--- config.mk ---
export PLATFORM = sky130hd
export DESIGN_NAME = s1_decode_stage_flat
export DESIGN_NICKNAME = d
export VERILOG_FILES = /design/src/rtl/s1_decode_stage_if.sv /design/src/rtl/s1_decode_stage.sv /design/src/flat_wrapper.sv
export SDC_FILE = /design/constraint.sdc
export NUM_CORES = 2
export LEC_CHECK = 0
export CELL_PAD_IN_SITES_DETAIL_PLACEMENT = 0
export CELL_PAD_IN_SITES_GLOBAL_PLACEMENT = 1
export CORE_ASPECT_RATIO = 1.2
export CORE_MARGIN = 4
export CORE_UTILIZATION = 25
export CTS_CLUSTER_SIZE = 8
export DETAILED_ROUTE_END_ITERATION = 10
export PLACE_DENSITY = 0.51
export REMOVE_ABC_BUFFERS = 1
export SLEW_MARGIN = 25
export SYNTH_ARGS = -nofsm -noshare
export SYNTH_HDL_FRONTEND = slang
export SYNTH_SLANG_ARGS = --single-unit
--- constraint.sdc ---
create_clock -name clk -period 4.05 [get_ports clk]
set_input_delay 0.81 -clock clk [delete_from_list [all_inputs] [get_ports clk]]
set_output_delay 0.81 -clock clk [all_outputs]
set_load 0.02 [all_outputs]
--- src/rtl/s1_decode_stage_if.sv ---
// Fetch/writeback-to-decode bus and the S1/S2 pipeline outputs for s1_decode_stage.
// master = fetch/writeback side driving the stage, slave = the decode stage itself.
interface s1_decode_stage_if #(
    parameter int N = 32
);
    logic [31:0]  ins;
    logic         ins_valid;
    logic         stall;
    logic         flush;
    logic         wb_en;
    logic [4:0]   wb_addr;
    logic [N-1:0] wb_data;
    logic [N-1:0] R2;
    logic [N-1:0] R3;
    logic [2:0]   S2_ALU_OP;
    logic [4:0]   S2_WA;
    logic         S2_WE;
    logic         S2_valid;
    logic [15:0]  issue_cnt;

    modport master (
        output ins, ins_valid, stall, flush, wb_en, wb_addr, wb_data,
        input  R2, R3, S2_ALU_OP, S2_WA, S2_WE, S2_valid, issue_cnt
    );

    modport slave (
        input  ins, ins_valid, stall, flush, wb_en, wb_addr, wb_data,
        output R2, R3, S2_ALU_OP, S2_WA, S2_WE, S2_valid, issue_cnt
    );
endinterface

--- src/rtl/s1_decode_stage.sv ---
// Stage-1 decode/operand fetch: 32-entry register file plus the S1/S2 pipeline register.
// Optional macro S1_WB_BYPASS_EN forwards same-cycle writeback data onto the operand reads.
module s1_decode_stage #(
    parameter int N = 32
) (
    input  logic                 clk,
    input  logic                 rst_n,
    s1_decode_stage_if.slave     bus
);
    logic [N-1:0] rf_reg [32];

    logic [1:0]   form;
    logic [2:0]   op;
    logic [4:0]   rd;
    logic [4:0]   rs1;
    logic [4:0]   rs2;
    logic [15:0]  imm;
    logic         is_op;
    logic [N-1:0] rs1_val;
    logic [N-1:0] rs2_val;
    logic [N-1:0] imm_ext;

    logic [N-1:0] r2_reg, r2_next;
    logic [N-1:0] r3_reg, r3_next;
    logic [2:0]   op_reg, op_next;
    logic [4:0]   wa_reg, wa_next;
    logic         we_reg, we_next;
    logic         valid_reg, valid_next;
    logic [15:0]  cnt_reg, cnt_next;

    assign form    = bus.ins[31:30];
    assign op      = bus.ins[29:27];
    assign rd      = bus.ins[26:22];
    assign rs1     = bus.ins[21:17];
    assign rs2     = bus.ins[16:12];
    assign imm     = bus.ins[15:0];
    assign is_op   = bus.ins_valid && !form[1];
    assign imm_ext = {{(N-16){imm[15]}}, imm};

    // Entry 0 is never written, but reads are still forced to zero explicitly.
    always_comb begin
        rs1_val = (rs1 == 5'd0) ? '0 : rf_reg[rs1];
        rs2_val = (rs2 == 5'd0) ? '0 : rf_reg[rs2];
`ifdef S1_WB_BYPASS_EN
        if (bus.wb_en && bus.wb_addr != 5'd0 && bus.wb_addr == rs1) rs1_val = bus.wb_data;
        if (bus.wb_en && bus.wb_addr != 5'd0 && bus.wb_addr == rs2) rs2_val = bus.wb_data;
`endif
    end

    // Writeback commits regardless of stall/flush.
    always_ff @(posedge clk or negedge rst_n) begin
        if (!rst_n) begin
            for (int i = 0; i < 32; i++) rf_reg[i] <= '0;
        end else if (bus.wb_en && bus.wb_addr != 5'd0) begin
            rf_reg[bus.wb_addr] <= bus.wb_data;
        end
    end

    // Flush beats stall; a stalled stage with no flush holds everything.
    always_comb begin
        r2_next    = r2_reg;
        r3_next    = r3_reg;
        op_next    = op_reg;
        wa_next    = wa_reg;
        we_next    = we_reg;
        valid_next = valid_reg;
        cnt_next   = cnt_reg;
        if (bus.flush || (!bus.stall && !is_op)) begin
            r2_next    = '0;
            r3_next    = '0;
            op_next    = '0;
            wa_next    = '0;
            we_next    = 1'b0;
            valid_next = 1'b0;
        end else if (!bus.stall) begin
            r2_next    = rs1_val;
            r3_next    = form[0] ? imm_ext : rs2_val;
            op_next    = op;
            wa_next    = rd;
            we_next    = (rd != 5'd0);
            valid_next = 1'b1;
            cnt_next   = cnt_reg + 16'd1;
        end
    end

    always_ff @(posedge clk or negedge rst_n) begin
        if (!rst_n) begin
            r2_reg    <= '0;
            r3_reg    <= '0;
            op_reg    <= '0;
            wa_reg    <= '0;
            we_reg    <= 1'b0;
            valid_reg <= 1'b0;
            cnt_reg   <= '0;
        end else begin
            r2_reg    <= r2_next;
            r3_reg    <= r3_next;
            op_reg    <= op_next;
            wa_reg    <= wa_next;
            we_reg    <= we_next;
            valid_reg <= valid_next;
            cnt_reg   <= cnt_next;
        end
    end

    assign bus.R2        = r2_reg;
    assign bus.R3        = r3_reg;
    assign bus.S2_ALU_OP = op_reg;
    assign bus.S2_WA     = wa_reg;
    assign bus.S2_WE     = we_reg;
    assign bus.S2_valid  = valid_reg;
    assign bus.issue_cnt = cnt_reg;
endmodule

--- src/flat_wrapper.sv ---
// flat-port wrapper written by rule: the top's interface ports become plain ports
module s1_decode_stage_flat 
#(
    parameter int N = 32
)
  (clk, rst_n, bus_ins, bus_ins_valid, bus_stall, bus_flush, bus_wb_en, bus_wb_addr, bus_wb_data, bus_R2, bus_R3, bus_S2_ALU_OP, bus_S2_WA, bus_S2_WE, bus_S2_valid, bus_issue_cnt);
  s1_decode_stage_if #(.N(N)) bus_i ();
  input  logic clk;
  input  logic rst_n;
  input wire logic [$bits(bus_i.ins)-1:0] bus_ins;
  input wire logic [$bits(bus_i.ins_valid)-1:0] bus_ins_valid;
  input wire logic [$bits(bus_i.stall)-1:0] bus_stall;
  input wire logic [$bits(bus_i.flush)-1:0] bus_flush;
  input wire logic [$bits(bus_i.wb_en)-1:0] bus_wb_en;
  input wire logic [$bits(bus_i.wb_addr)-1:0] bus_wb_addr;
  input wire logic [$bits(bus_i.wb_data)-1:0] bus_wb_data;
  output wire logic [$bits(bus_i.R2)-1:0] bus_R2;
  output wire logic [$bits(bus_i.R3)-1:0] bus_R3;
  output wire logic [$bits(bus_i.S2_ALU_OP)-1:0] bus_S2_ALU_OP;
  output wire logic [$bits(bus_i.S2_WA)-1:0] bus_S2_WA;
  output wire logic [$bits(bus_i.S2_WE)-1:0] bus_S2_WE;
  output wire logic [$bits(bus_i.S2_valid)-1:0] bus_S2_valid;
  output wire logic [$bits(bus_i.issue_cnt)-1:0] bus_issue_cnt;
  assign bus_i.ins = bus_ins;
  assign bus_i.ins_valid = bus_ins_valid;
  assign bus_i.stall = bus_stall;
  assign bus_i.flush = bus_flush;
  assign bus_i.wb_en = bus_wb_en;
  assign bus_i.wb_addr = bus_wb_addr;
  assign bus_i.wb_data = bus_wb_data;
  assign bus_R2 = bus_i.R2;
  assign bus_R3 = bus_i.R3;
  assign bus_S2_ALU_OP = bus_i.S2_ALU_OP;
  assign bus_S2_WA = bus_i.S2_WA;
  assign bus_S2_WE = bus_i.S2_WE;
  assign bus_S2_valid = bus_i.S2_valid;
  assign bus_issue_cnt = bus_i.issue_cnt;
  s1_decode_stage #(.N(N)) u_core (.clk(clk), .rst_n(rst_n), .bus(bus_i));
endmodule
Word-level counts from Yosys, hierarchy flattened
Index checks and enable logic that the tools add are counted.
{"block": "op_classes", "addsub": 1, "muxes": 24, "eq_ne": 1, "order_cmp": 4, "n_bitwise": 5, "n_reduce_logical": 13}
{"cell": "1024-bit bitwise mux", "n": 1}
{"cell": "32-bit 2-to-1 mux", "n": 12}
{"cell": "32-bit binary-select mux with 5-bit select", "n": 2}
{"cell": "32-bit demux with 5-bit select", "n": 1}
{"cell": "6-bit greater-or-equal comparator (second input constant)", "n": 3}
{"cell": "5-bit inverter with 6-bit output", "n": 3}
{"cell": "16-bit by 1-bit adder with 16-bit output (second input constant)", "n": 1}
{"cell": "5-bit logical NOT", "n": 2}
{"cell": "5-bit 2-to-1 mux", "n": 2}
{"cell": "5-bit nonzero test", "n": 2}
{"cell": "6-bit by 1-bit less-than comparator with 1-bit output (second input constant)", "n": 1}
{"cell": "3-bit 2-to-1 mux", "n": 2}
{"cell": "1-bit logical AND", "n": 4}
{"cell": "1-bit 2-to-1 mux", "n": 4}
{"cell": "1-bit logical NOT", "n": 3}
{"cell": "2-bit by 1-bit inequality test with 1-bit output (second input constant)", "n": 1}
{"cell": "1-bit inverter", "n": 2}
{"cell": "2-bit AND reduction", "n": 1}
{"cell": "1-bit logical OR", "n": 1}
{"block": "totals", "output_inout_bits": 90, "word_cells": 87, "in_bits": 75, "regBits": 1114}

Longest topological paths before layout
{"block": "logic_depth", "depth_word": 8, "ltp_mapped": 10}

Worst setup path before layout
Ideal clock, no wire load.
{"block": "synth_path", "path_type": "in2reg", "from": "in bus_ins[17]", "to": "reg u_core.r2_reg[30], in the netlist u_core.bus.R2[30]", "cell_stages": 6, "setup_ns": 0.132, "path_slack_ns": 1.457, "required_time_ns": 3.918, "arrival_time_ns": 2.461, "cell_sequence": "buf_4 > buf_4 > buf_2 > mux4_2 > a2111oi_0 > o31ai_1"}
{"block": "synth_between", "elab_chain_cells": 7, "word_cells_on_any_way": 8, "cone_classes": "6 x mux; 1 x bitwise; 1 x reduce/logical"}
{"element": "from (decl)", "line": "flat_wrapper.sv:10", "source": "input wire logic [$bits(bus_i.ins)-1:0] bus_ins;"}
{"element": "5-bit inverter with 6-bit output (not written as such)", "line": "s1_decode_stage.sv:42", "source": "rs1_val = (rs1 == 5'd0) ? '0 : rf_reg[rs1];"}
{"element": "32-bit binary-select mux with 5-bit select", "line": "s1_decode_stage.sv:42"}
{"element": "32-bit 2-to-1 mux (not written as such) (2 in a row)", "line": "s1_decode_stage.sv:42"}
{"element": "32-bit 2-to-1 mux (*)", "line": "s1_decode_stage.sv:42"}
{"element": "32-bit 2-to-1 mux (*)", "line": "s1_decode_stage.sv:75", "source": "end else if (!bus.stall) begin"}
{"element": "32-bit 2-to-1 mux (*)", "line": "s1_decode_stage.sv:68", "source": "if (bus.flush || (!bus.stall && !is_op)) begin"}
{"element": "to (signal assigned)", "line": "s1_decode_stage.sv:96", "source": "r2_reg <= r2_next;"}
{"element": "to (decl)", "line": "s1_decode_stage.sv:23", "source": "logic [N-1:0] r2_reg, r2_next;"}
Mark *: on every way between the ends. The rest lies on a longest branch, timed or not. The select of a mux whose other input is x is not followed.
A chain may end at the register's enable or synchronous reset.

Final worst setup path
{"block": "layout_path", "from": "reg u_core.r2_reg[23], in the netlist u_core.bus.R2[23]", "to": "out bus_R2[23]"}
{"element": "to (decl)", "line": "flat_wrapper.sv:17", "source": "output wire logic [$bits(bus_i.R2)-1:0] bus_R2;"}
No word-level cell between the ends.

==> results.toml <==
[clock_tree]
numCtsBuffers = 158
clkSinkCount = 1114
cts_tree = "yes"
ctsHtreeMaxLevel = 4
clk-insertion-delay-late_ns = 0.82
clk_root_buffer_cell = "sky130_fd_sc_hd__clkbuf_16"
clkTransAtPathRegs_ns = 0.05
ctsLongestPathBuffers = 3

[hold_path]
worstHoldPathType = "reg -> reg"
whs_path_depth = 0
hold_end = "u_core.rf_reg[993]"
holdCritStartpoint = "u_core.rf_reg[993]"

[synth]
post_synth_instance_area_mm2 = 0.0573
ys_dominant_reg_cell = "sky130_fd_sc_hd__dfrtp_1"
post_synth_edffs = 0
postSynthRegisterBits = 1114
syn_avg_cell_area_um2 = 14.8
synthCells = 3877
synth.yosys.seq_area_share = 0.487
netlist-cell-type-count = 52
yosysWarningCount = 0
synthArstFlopShare = 1.00

[timing]
setup_slack_ns = 1.12
layout_worst_path_cycle_share = 0.723
clock.fmax_mhz = 341
fin_skew_ns = 0.0382
unrepaired_setup_endpoints_after_global_routing = "false"
final-max-slew-violation-count = 0
period_needed_ns = 2.93
setup_violations = 0
timing.slew.headroom = 0.312
tightest_slew_ns = 1.03
final_hold_viol_count = 0

[worst_setup_path]
cp.required_ns = 3.24
cp-start-kind = "flop"
critical_path.reg2reg.endpoint = "u_core.bus.R2[27]"
worst_path_dominant_cell_family = "buffers and inverters"
crit_path_start = "u_core.bus.R2[23]"
worst-r2r-setup-slack_ns = 1.98
path_buf_inv = 1
cpMaxStageDelayCell = "sky130_fd_sc_hd__clkdlybuf4s50_1"
critical_path.max_fanout = 4
critical_path_arrival_ns = 2.12
worst_r2r_path_depth = 4
crit_path_cell_trace = "clkdlybuf4s50_1"
cp_slowest_stage_delay_ns = 0.69
end_kind = "output pin"
r2r-start = "u_core.rf_reg[379]"
path_class = "reg -> out"

[route]
dr.first_iter.drc_count = 2347
drt-wirelength-per-cell_um = 32.1
drc = 0
drt-vias-per-instance = 5.31
num_vias = 37200
postRouteWirelength_um = 225000
drtAntennaViolNets = 0
detail_route.first_pass.iterations = 5

[die]
core_area_mm2 = 0.228
fp.dieArea_mm2 = 0.237
placement_rows = 192
floorplan.initialDensity = 0.251
die_x_um = 445
floorplan.io_pins = 165
floorplan_die_height_um = 532

[pwr]
p_total_uw = 33100
ir_worst_vdd_mv = 0.332
p_leak_uw = 0.0287
power-per-cell-area_mw_per_mm2 = 486

[placement]
placement.io_buffers = 164
dp_slack_ns = 0.532
placedInstanceArea_mm2 = 0.0637
placed_cells_incl_taps = 6829
place.gp.congestion = 0.745
dpl.hpwl_um = 136000

[global_route]
grt_antenna_before_repair = 24
maximum_number_of_pins_on_one_net_before_global_route_repair = 81
globalRouteOverflowTotal = 0
via_count_of_the_first_global_routing_pass = 39600
track_usage = 0.188
grt_pass1_wl_um = 318000

[finish]
fill_cells = 22600
largest_reg_flops = 1024
area.growth.synth_to_final_pct = 18.8
num-nets-final = 4059
mostFrequentLayoutCell = "sky130_fd_sc_hd__dfrtp_1"
non_filler_cells_in_the_finished_layout = 7018
drive_gt1_frac = 0.474
mostFrequentLayoutCells = "sky130_fd_sc_hd__dfrtp_1 (1114), sky130_fd_sc_hd__mux2_2 (1005), sky130_fd_sc_hd__mux4_2 (389)"
final_area_mm2 = 0.0681

[status]
outcome = "complete, no violations"

[flow_run]
number_of_max_capacitance_violations_reported = 0
==> metrics by stage <==
stage          hold WS, ns   util  TNS [ns]
2_1_floorplan        0.369      -    -23.21
3_3_place_gp         0.384  0.279         0
3_5_place_dp         0.386  0.279         0
4_1_cts              0.398  0.299         0
5_1_grt              0.410  0.298         0
6_report             0.396  0.299         0
==> cells by family (layout without fill, tap and decap cells) <==
kind of cell / Yosys count / count (layout) / share of synthesized area
and+or+nand+nor: 173 / 173 / 0.0146
AOI/OAI and AO/OA: 480 / 480 / 0.0658
other: 0 / 8 / 0
buffers and inverters: 448 / 574 / 0.0356
xor gates and xnor gates: 15 / 15 / 0.00229
adders and majority gates: 1 / 1 / 0.000218
muxes: 1646 / 1646 / 0.395
DFF: 1114 / 1114 / 0.487
==> routing by layer <==
layer | track usage | wire length (um) | vias up
met5 | 0 | 52 | -
met3 | 0.0295 | 9190 | 353
met4 | 0.0594 | 7130 | 8
met2 | 0.319 | 111000 | 992
li1 | - | - | 15200
met1 | 0.245 | 97800 | 20700
==> worst max-delay path by stage <==
stage / end / slack [ns] / cells past startpoint
2_1_floorplan: u_core.rf_reg[640] / -0.61 / 3
3_3_place_gp: u_core.bus.R3[20] / 0.55 / 6
6_report: bus_R2[23] / 1.12 / 1
4_1_cts: bus_R3[18] / 1.01 / 1
3_5_place_dp: u_core.bus.R3[7] / 0.53 / 7
5_1_grt: bus_R3[18] / 1.03 / 1
==> power breakdown <==
part,internal [uW],total (uW),switching [uW]
clock network,7100,12400,5280
registers,13100,14600,1500
logic,3570,6050,2490
==> final cells by class <==
class	instances	area (um2)	area share
Antenna cell	8	20.0	0.000294
Clock buffer	164	4020	0.0590
Clock inverter	16	394	0.00579
Multi-Input combinational cell	2315	27700	0.407
Sequential cell	1114	27900	0.410
Tap cell	3007	3760	0.0553
Timing Repair Buffer	394	4290	0.0630
==> what timing repair did <==
| action | CTS | global route |
|---|---|---|
| buffers inserted | 0 | 0 |
| hold buffers | 1 | 0 |
| endpoints found under the hold margin | 1 | 0 |
| gates resized for setup | 0 | 0 |
==> cell usage after synthesis, types with 4 or more instances <==
| cell | number | area (um2) |
|---|---|---|
| sky130_fd_sc_hd__buf_2 | 59 | 295 |
| sky130_fd_sc_hd__o21ai_0 | 18 | 90.1 |
| sky130_fd_sc_hd__buf_4 | 35 | 263 |
| sky130_fd_sc_hd__clkbuf_1 | 281 | 1050 |
| sky130_fd_sc_hd__mux4_2 | 389 | 8760 |
| sky130_fd_sc_hd__o2111ai_1 | 6 | 52.6 |
| sky130_fd_sc_hd__nand2_1 | 71 | 267 |
| sky130_fd_sc_hd__mux2_2 | 1005 | 11300 |
| sky130_fd_sc_hd__nor2b_1 | 13 | 81.3 |
| sky130_fd_sc_hd__mux2_1 | 11 | 124 |
| sky130_fd_sc_hd__o221ai_1 | 53 | 464 |
| sky130_fd_sc_hd__buf_6 | 15 | 169 |
| sky130_fd_sc_hd__a21oi_1 | 40 | 200 |
| sky130_fd_sc_hd__mux2i_1 | 241 | 2410 |
| sky130_fd_sc_hd__o22ai_1 | 51 | 319 |
| sky130_fd_sc_hd__a211oi_1 | 51 | 383 |
| sky130_fd_sc_hd__nand3_1 | 9 | 45.0 |
| sky130_fd_sc_hd__a311oi_1 | 6 | 52.6 |
| sky130_fd_sc_hd__xnor2_1 | 10 | 87.6 |
| sky130_fd_sc_hd__buf_1 | 55 | 206 |
| sky130_fd_sc_hd__a221oi_1 | 21 | 184 |
| sky130_fd_sc_hd__a2111oi_0 | 32 | 280 |
| sky130_fd_sc_hd__o31ai_1 | 29 | 218 |
| sky130_fd_sc_hd__nor2_1 | 25 | 93.8 |
| sky130_fd_sc_hd__nand2b_1 | 4 | 25.0 |
| sky130_fd_sc_hd__and2_1 | 5 | 31.3 |
| sky130_fd_sc_hd__xor2_1 | 5 | 43.8 |
| sky130_fd_sc_hd__a2111oi_2 | 11 | 165 |
| sky130_fd_sc_hd__or3_1 | 7 | 43.8 |
| sky130_fd_sc_hd__a22oi_1 | 41 | 308 |
| sky130_fd_sc_hd__dfrtp_1 | 1114 | 27900 |
| sky130_fd_sc_hd__a22o_1 | 98 | 858 |
| sky130_fd_sc_hd__o21ai_1 | 5 | 25.0 |
| sky130_fd_sc_hd__nor3_1 | 18 | 90.1 |
| sky130_fd_sc_hd__a221o_1 | 11 | 110 |
(Power assumes the default switching activity.)
